==> config.mk <==
export PLATFORM = sky130hd
export DESIGN_NAME = llio_snes_pad_flat
export DESIGN_NICKNAME = d
export VERILOG_FILES = /design/src/rtl/llio_snes_pad_if.sv /design/src/rtl/llio_snes_pad.sv /design/src/flat_wrapper.sv
export SDC_FILE = /design/constraint.sdc
export NUM_CORES = 1
export LEC_CHECK = 0
export ABC_AREA = 1
export ABC_CLOCK_PERIOD_IN_PS = 1740
export CAP_MARGIN = 0
export CORE_MARGIN = 3
export CORE_UTILIZATION = 37
export DETAILED_ROUTE_END_ITERATION = 10
export PLACE_DENSITY_LB_ADDON = 0.1
export SYNTH_ARGS = -nofsm -noshare
export SYNTH_HDL_FRONTEND = slang
export SYNTH_SLANG_ARGS = --single-unit
==> constraint.sdc <==
create_clock -name i_clk_50m -period 1.74 [get_ports i_clk_50m]
set_clock_uncertainty 0.05 [all_clocks]
set_input_delay 0.261 -clock i_clk_50m [delete_from_list [all_inputs] [get_ports i_clk_50m]]
set_output_delay 0.261 -clock i_clk_50m [all_outputs]
set_load 0.05 [all_outputs]
==> src/rtl/llio_snes_pad_if.sv <==
// Bundle between the LLIO receiver / core side and the emulated SNES pad.
// Signal directions are named from the pad's point of view (i_ into the pad, o_ out of it).
interface llio_snes_pad_if;
    logic        i_llio_en;
    logic [7:0]  i_llio_type;
    logic [23:0] i_llio_buttons;
    logic [47:0] i_llio_analog;
    logic        i_pad_latch;
    logic        i_pad_clk;
    logic        o_pad_data;
    logic        o_poll_strobe;

    modport master (
        output i_llio_en,
        output i_llio_type,
        output i_llio_buttons,
        output i_llio_analog,
        output i_pad_latch,
        output i_pad_clk,
        input  o_pad_data,
        input  o_poll_strobe
    );

    modport slave (
        input  i_llio_en,
        input  i_llio_type,
        input  i_llio_buttons,
        input  i_llio_analog,
        input  i_pad_latch,
        input  i_pad_clk,
        output o_pad_data,
        output o_poll_strobe
    );
endinterface

==> src/rtl/llio_snes_pad.sv <==
// Emulated SNES serial pad fed from the LLIO receiver: maps buttons (plus optional analog
// D-pad folding and SOCD cleaning) into a 16-bit active-low word shifted out LSB first.
module llio_snes_pad #(
    parameter bit         ANALOG_DPAD = 1'b1,
    parameter logic [7:0] AXIS_LO     = 8'd50,
    parameter logic [7:0] AXIS_HI     = 8'd200,
    parameter bit         SOCD_CLEAN  = 1'b1
) (
    input  logic           i_clk_50m,
    input  logic           i_reset,
    llio_snes_pad_if.slave pad_if
);

    typedef enum logic {
        ST_LOAD,
        ST_SHIFT
    } state_t;

    localparam logic [4:0] BIT_COUNT_MAX = 5'd16;

    logic        r_latch_meta;
    logic        r_latch_sync;
    logic        r_latch_dly;
    logic        r_clk_meta;
    logic        r_clk_sync;
    logic        r_clk_dly;
    logic [15:0] r_shift;
    logic [4:0]  r_count;

    logic [7:0]  w_axis_x;
    logic [7:0]  w_axis_y;
    logic        w_up_raw;
    logic        w_down_raw;
    logic        w_left_raw;
    logic        w_right_raw;
    logic        w_up;
    logic        w_down;
    logic        w_left;
    logic        w_right;
    logic        w_enable;
    logic [11:0] w_pressed;
    logic [15:0] w_load_word;
    logic        w_clk_rise;
    state_t      w_state;
    logic        w_unused;

    assign w_axis_x = pad_if.i_llio_analog[7:0];
    assign w_axis_y = pad_if.i_llio_analog[15:8];

    // Buttons and axis bits the SNES pad has no use for.
    assign w_unused = ^{pad_if.i_llio_buttons[23:14], pad_if.i_llio_buttons[9:8],
                        pad_if.i_llio_analog[47:16]};

    // NOTE: every always_comb output gets a default first so no path can infer a latch.
    always_comb begin
        w_up_raw    = pad_if.i_llio_buttons[10] | (ANALOG_DPAD && (w_axis_y < AXIS_LO));
        w_down_raw  = pad_if.i_llio_buttons[11] | (ANALOG_DPAD && (w_axis_y > AXIS_HI));
        w_left_raw  = pad_if.i_llio_buttons[12] | (ANALOG_DPAD && (w_axis_x < AXIS_LO));
        w_right_raw = pad_if.i_llio_buttons[13] | (ANALOG_DPAD && (w_axis_x > AXIS_HI));

        w_up    = w_up_raw;
        w_down  = w_down_raw;
        w_left  = w_left_raw;
        w_right = w_right_raw;
        if (SOCD_CLEAN) begin
            if (w_up_raw && w_down_raw) begin
                w_up   = 1'b0;
                w_down = 1'b0;
            end
            if (w_left_raw && w_right_raw) begin
                w_left  = 1'b0;
                w_right = 1'b0;
            end
        end

        w_enable  = pad_if.i_llio_en && (pad_if.i_llio_type != 8'd0);
        w_pressed = 12'd0;
        if (w_enable) begin
            // SNES shift order, LSB first: B Y Sel Start U D Lf Rt A X L R.
            w_pressed = {pad_if.i_llio_buttons[7],  pad_if.i_llio_buttons[6],
                         pad_if.i_llio_buttons[2],  pad_if.i_llio_buttons[3],
                         w_right, w_left, w_down, w_up,
                         pad_if.i_llio_buttons[5],  pad_if.i_llio_buttons[4],
                         pad_if.i_llio_buttons[0],  pad_if.i_llio_buttons[1]};
        end
        w_load_word = {4'hF, ~w_pressed};
    end

    // The FSM state is the synchronized latch itself; no separate state flop keeps the
    // pin-to-data latency at exactly 3 cycles.
    assign w_state    = r_latch_sync ? ST_LOAD : ST_SHIFT;
    assign w_clk_rise = r_clk_sync & ~r_clk_dly;

    // NOTE: sequential state uses non-blocking assignments only, so every flop samples
    // pre-edge values and the sync chain really is three stages deep.
    always_ff @(posedge i_clk_50m) begin
        if (i_reset) begin
            r_latch_meta <= 1'b0;
            r_latch_sync <= 1'b0;
            r_latch_dly  <= 1'b0;
            r_clk_meta   <= 1'b0;
            r_clk_sync   <= 1'b0;
            r_clk_dly    <= 1'b0;
            r_shift      <= 16'hFFFF;
            r_count      <= 5'd0;
        end else begin
            r_latch_meta <= pad_if.i_pad_latch;
            r_latch_sync <= r_latch_meta;
            r_latch_dly  <= r_latch_sync;
            r_clk_meta   <= pad_if.i_pad_clk;
            r_clk_sync   <= r_clk_meta;
            r_clk_dly    <= r_clk_sync;

            case (w_state)
                ST_LOAD: begin
                    r_shift <= w_load_word;
                    r_count <= 5'd0;
                end
                ST_SHIFT: begin
                    // Once 16 bits are out only zeros remain, so stopping here matches a real pad.
                    if (w_clk_rise && (r_count != BIT_COUNT_MAX)) begin
                        r_shift <= {1'b0, r_shift[15:1]};
                        r_count <= r_count + 5'd1;
                    end
                end
                default: begin
                    r_shift <= 16'hFFFF;
                    r_count <= 5'd0;
                end
            endcase
        end
    end

    assign pad_if.o_pad_data    = r_shift[0];
    assign pad_if.o_poll_strobe = ~r_latch_sync & r_latch_dly;

endmodule

==> src/flat_wrapper.sv <==
// flat-port wrapper written by rule: the top's interface ports become plain ports
module llio_snes_pad_flat 
#(
    parameter bit         ANALOG_DPAD = 1'b1,
    parameter logic [7:0] AXIS_LO     = 8'd50,
    parameter logic [7:0] AXIS_HI     = 8'd200,
    parameter bit         SOCD_CLEAN  = 1'b1
)
  (i_clk_50m, i_reset, pad_if_i_llio_en, pad_if_i_llio_type, pad_if_i_llio_buttons, pad_if_i_llio_analog, pad_if_i_pad_latch, pad_if_i_pad_clk, pad_if_o_pad_data, pad_if_o_poll_strobe);
  llio_snes_pad_if pad_if_i ();
  input  logic i_clk_50m;
  input  logic i_reset;
  input wire logic [$bits(pad_if_i.i_llio_en)-1:0] pad_if_i_llio_en;
  input wire logic [$bits(pad_if_i.i_llio_type)-1:0] pad_if_i_llio_type;
  input wire logic [$bits(pad_if_i.i_llio_buttons)-1:0] pad_if_i_llio_buttons;
  input wire logic [$bits(pad_if_i.i_llio_analog)-1:0] pad_if_i_llio_analog;
  input wire logic [$bits(pad_if_i.i_pad_latch)-1:0] pad_if_i_pad_latch;
  input wire logic [$bits(pad_if_i.i_pad_clk)-1:0] pad_if_i_pad_clk;
  output wire logic [$bits(pad_if_i.o_pad_data)-1:0] pad_if_o_pad_data;
  output wire logic [$bits(pad_if_i.o_poll_strobe)-1:0] pad_if_o_poll_strobe;
  assign pad_if_i.i_llio_en = pad_if_i_llio_en;
  assign pad_if_i.i_llio_type = pad_if_i_llio_type;
  assign pad_if_i.i_llio_buttons = pad_if_i_llio_buttons;
  assign pad_if_i.i_llio_analog = pad_if_i_llio_analog;
  assign pad_if_i.i_pad_latch = pad_if_i_pad_latch;
  assign pad_if_i.i_pad_clk = pad_if_i_pad_clk;
  assign pad_if_o_pad_data = pad_if_i.o_pad_data;
  assign pad_if_o_poll_strobe = pad_if_i.o_poll_strobe;
  llio_snes_pad #(.ANALOG_DPAD(ANALOG_DPAD), .AXIS_LO(AXIS_LO), .AXIS_HI(AXIS_HI), .SOCD_CLEAN(SOCD_CLEAN)) u_core (.i_clk_50m(i_clk_50m), .i_reset(i_reset), .pad_if(pad_if_i));
endmodule
Word level (Yosys, flattened, before mapping)

Cells that the tools add are included.

Output and inout port bits: 2
Flip-flop bits (word level): 27
Bits of input ports: 85
Word-level logic and storage cells: 39

Add/sub/neg operators: 1
Eq/ne operators: 2
Bitwise operators: 9
Magnitude comparators: 4
Muxes and demuxes: 10
Reduce and logical (&&, ||, !) cells: 5

Operator list:

| cell                                                        | count |
|---|---|
| case mux 16 bit (2 select lines)                            | 1 |
| greater-than comparator 8 bit (second input constant)       | 2 |
| less-than comparator 8 x 6 -> 1 bit (second input constant) | 2 |
| 2-to-1 mux 16 bit                                           | 1 |
| 2-to-1 mux 12 bit                                           | 1 |
| NOT 12 bit                                                  | 1 |
| case mux 5 bit (2 select lines)                             | 1 |
| nonzero test 8 bit                                          | 1 |
| adder 5 x 1 -> 5 bit (second input constant)                | 1 |
| 2-to-1 mux 1 bit                                            | 5 |
| 2-to-1 mux 5 bit                                            | 1 |
| inequality test 5 bit (second input constant)               | 1 |
| logical AND 1 bit                                           | 4 |
| OR 1 bit                                                    | 4 |
| AND 1 bit                                                   | 2 |
| inequality test 2 bit (second input constant)               | 1 |
| NOT 1 bit                                                   | 2 |

Depth between registers and ports, before layout

Word-level depth: 7
Depth in mapped cells: 9
Depth with buffers taken out: 9

Least setup slack after synthesis

No wires, ideal clock.

Kind: reg2out
Start point: register u_core.r_latch_sync
End point: output pad_if_o_poll_strobe
Stages on the path, launching flop included: 3
Buffers on the path: 1
Data required time: 1.429 ns
Arrival: 1.123 ns
Path slack: 0.306 ns
Cell sequence: dfxtp_1 buf_2 nor2_1

Longest elaborated chain between the ends: 2

Ends and longest elaborated chain:

| what                   | RTL line             | RTL |
|---|---|---|
| start, declared        | llio_snes_pad.sv:22  | `logic r_latch_sync;` |
| start signal, assigned | llio_snes_pad.sv:108 | `r_latch_sync <= r_latch_meta;` |
| NOT 1 bit              | llio_snes_pad.sv:135 | `assign pad_if.o_poll_strobe = ~r_latch_sync & r_latch_dly;` |
| AND 1 bit              | llio_snes_pad.sv:135 |  |
| end, declared          | flat_wrapper.sv:20   | `output wire logic [$bits(pad_if_i.o_poll_strobe)-1:0] pad_if_o_poll_strobe;` |

No other way between the ends.

Worst setup path in the final report

Start point: register u_core.r_count[0]
End point: register u_core.r_shift[8]

Longest elaborated chain between the ends: 3

Ends and longest elaborated chain:

| what                                   | RTL line             | RTL |
|---|---|---|
| start, declared                        | llio_snes_pad.sv:28  | `logic [4:0] r_count;` |
| start signal, assigned                 | llio_snes_pad.sv:123 | `r_count <= r_count + 5'd1;` |
| inequality test 5 bit                  | llio_snes_pad.sv:121 | `if (w_clk_rise && (r_count != BIT_COUNT_MAX)) begin` |
| logical AND 1 bit                      | llio_snes_pad.sv:121 |  |
| inequality test 2 bit (no source line) | -                    |  |
| end signal, assigned                   | llio_snes_pad.sv:116 | `r_shift <= w_load_word;` |
| end signal, assigned                   | llio_snes_pad.sv:122 | `r_shift <= {1'b0, r_shift[15:1]};` |
| end, declared                          | llio_snes_pad.sv:27  | `logic [15:0] r_shift;` |

No other way between the ends.
A chain may end at the register's enable or synchronous reset.

==> impl_results.md <==
* Most frequent cells in the layout: 54 x nand2_1, 45 x inv_1, 40 x clkdlybuf4s50_1
* Fin area at between 0.002 and 0.0025 mm2
* Initial antenna violation count at 0
* Drt wl/cell at 9.302 um
* Number of fill cells at between 300 and 400
* Setup TNS Final at 0 ns
* Reg2reg path depth at 8
* CP startpoint kind: flip-flop
* Largest net degree at the start of global routing at 27
* Fraction of layout cells with a size suffix above 1 at between 8 and 9%
* Multiplexer share of the synthesized area at 0%
* DPL Wire Length at 2317 um
* Std-Cell Core Area at between 0.003 and 0.004 mm2
* Pwr Density at about 630 mW/mm2
* Synth Area in Adders at between 1.5 and 2%
* Tightest Pin Transition at 0.3039 ns
* Main combinational cell family by area after synthesis: simple AND/OR/NAND/NOR gates
* Pre-antenna DRT Iters at 4
* Syn_nets at roughly 320
* #FFs+latches synth at 27
* Setup WS post-layout at 0.2031 ns
* Arr. time, crit path at ~1.7 ns
* Die area at ~0.0047 mm2
* Max clock buf depth at 2
* Finished Core Util at 54.01%
* Area after DPL at 0.001962 mm2
* H-tree levels at 1
* Compound-Gate Fraction of Synth Area at slightly above 10%
* Largest area contributor in the netlist: dfxtp_1
* Seq/Total Area, Yosys at 37.08%
* Cts bufs inserted at 3
* Wire length of the first global-routing pass at approximately 5000 um
* Critical Path RT at approximately 1.9 ns
* Worst skew pair latency at about 0.27 ns
* Inserted Diodes at 0
* Post-DR vias/cell at between 4 and 5
* Register-to-register setup slack at between 0.2 and 0.25 ns
* Hold wc startpoint: u_core.r_latch_meta
* Die X-Extent at between 60 and 70 um
* Simple-Gate Fraction of Synth Area at between 30% and 40%
* Commonest non-fill, non-tap cell in the layout: nand2_1
* Initial drt markers at 84
* Yosys cell types at 22
* Initial Util at approximately 39%
* CP endpoint kind: flip-flop
* Total track usage at 13.72%
* Worst Hold Slack at roughly 0.36 ns
* CTS tree: built
* Mapped Cells at 230
* Max frequency at between 600 and 700 MHz
* Mapped Area at between 0.001 and 0.0015 mm2
* Reg2reg end: u_core.r_shift[8]
* Hold Crit Endpoint: u_core.r_latch_sync
* Reg-to-Reg Start: u_core.r_count[0]
* Post-route minimum period at about 1.5 ns
* Peak supply drop at between 0.0006 and 0.0007 V
* Fin crit share at roughly 88%
* LEAKAGE at between 1 and 1.5 nW
* GP Congestion at about 0.72
* Setup bufs post-CTS at 0
* IO Port Bufs at between 40 and 50
* Relative slew margins at between 70 and 80%
* Area grow syn2layout at 37.68%
* Top Ports at slightly below 90
* Clock transition at path regs at 0.09 ns
* XOR/XNOR Fraction of Synth Area at 0.6009%
* Number of nets still failing antenna checks after routing at 0
* Global route total overflow at 0
* CTS Root Cell: clkbuf_8
* Yosys warns at 0
* Post-CTS resize count at 0
* Final Max Tran Viols at 0
* Clk sinks at 27
* # DRC at 0
* Maximum fanout along the worst path at 26
* Vias in the first global route at 1,187
* Routed vias at ~1,400
* Cell depth of the worst hold path at 2
* Yosys top cell area share at between 30% and 40%
* Fin nets at 365
* Outcome: completed
* Unrepaired setup endpoints after global routing: no
* Syn avg cell area at roughly 6.3 um2
* Final setup viols at 0
* Synth top area cells: dfxtp_1 37%, nand2_1 14%, inv_1 12%
* Final WL at slightly above 3000 um
* Max-Cap Viols at 0
* Rows at 22
* Pre-CTS setup slack at 0.1142 ns
* Hold_buf cts at 0
* Critical path type: flip-flop to flip-flop
* Final Hold Viols at 0
* Die span in y at just under 70 um
* Hold/Removal Path Class: flip-flop to flip-flop
layout make-up:
type / instances / area, um2 / area share [%]
Tap cell: 48 / 60.06 / 2.993
Sequential cell: 27 / 540.5 / 26.93
Multi-Input combinational cell: 149 / 696.9 / 34.73
Inverter: 47 / 176.4 / 8.791
Clock buffer: 4 / 45.04 / 2.244
Timing Repair Buffer: 50 / 488.0 / 24.31
sequential cells by signal, indices dropped and copies added, names as in the netlist:
name and flops:
u_core.r_latch_dly 1, u_core.r_count 5, u_core.r_clk_dly 1, u_core.r_clk_sync 1
u_core.r_shift 16, u_core.r_latch_sync 1, u_core.r_clk_meta 1, u_core.r_latch_meta 1
routing by layer:
| metal | routed length (um) | vias to the layer above | global-route usage, % | share of wire [%] |
|---|---|---|---|---|
| li1 | - | 790 | - | - |
| met1 | 1556 | 582 | 19.86 | 51 |
| met2 | 1253 | 29 | 20.62 | 41 |
| met3 | 192 | 2 | 3.241 | 6.4 |
| met4 | 20 | 0 | 2.920 | 0.66 |
| met5 | 0 | - | 0 | 0 |
per-stage QoR:
step	instances	total power, mW
6_report	325	1.272
5_1_grt	325	1.360
4_1_cts	325	1.295
3_5_place_dp	321	0.9477
3_3_place_gp	321	0.9455
2_1_floorplan	230	0.8184
where the power goes:
part / internal (mW) / switching (mW) / leakage [nW]
combinational: 0.145 / 0.121 / 0.778
clock: 0.164 / 0.177 / 0.0228
sequential: 0.652 / 0.0134 / 0.222
kinds of logic (layout without fill, tap and decap cells):
group | after synthesis | count (layout)
xor gates and xnor gates | 1 | 1
AOI/OAI and AO/OA | 27 | 27
DFF | 27 | 27
adders and majority gates | 2 | 2
and+or+nand+nor | 119 | 119
buffers and inverters | 54 | 101
critical path, cell delays in order, from the launching register on:
cell	delay [ns]
dfxtp_1	0.33
inv_1	0.08
ha_1	0.16
nand4_2	0.14
nand2_4	0.27
nand2_4	0.13
o21ai_0	0.18
inv_1	0.05
o21ai_0	0.06
synthesized netlist by cell type, drive strengths merged:
library cell   n
nand4          1
o211ai         1
xor2           1
buf            7
ha             2
o21ai         22
nand3         22
nand2         56
a21oi          3
a211oi         1
nor2          37
dfxtp         27
nor3           3
inv           47
worst max-delay path by stage:
stage / startpoint / endpoint / slack [ns] / cells after the start
finish: u_core.r_count[0] / u_core.r_shift[8] / 0.20 / 8
global route: u_core.r_count[0] / u_core.r_shift[8] / 0.06 / 8
CTS: u_core.r_count[0] / u_core.r_shift[10] / 0.20 / 8
detailed placement: pad_if_i_llio_type[5] / u_core.r_shift[2] / 0.11 / 9
global placement: pad_if_i_llio_type[5] / u_core.r_shift[2] / 0.13 / 9
floorplan: u_core.r_latch_sync / pad_if_o_poll_strobe / 0.31 / 2
Note: power is estimated with default switching activity, not from simulation.
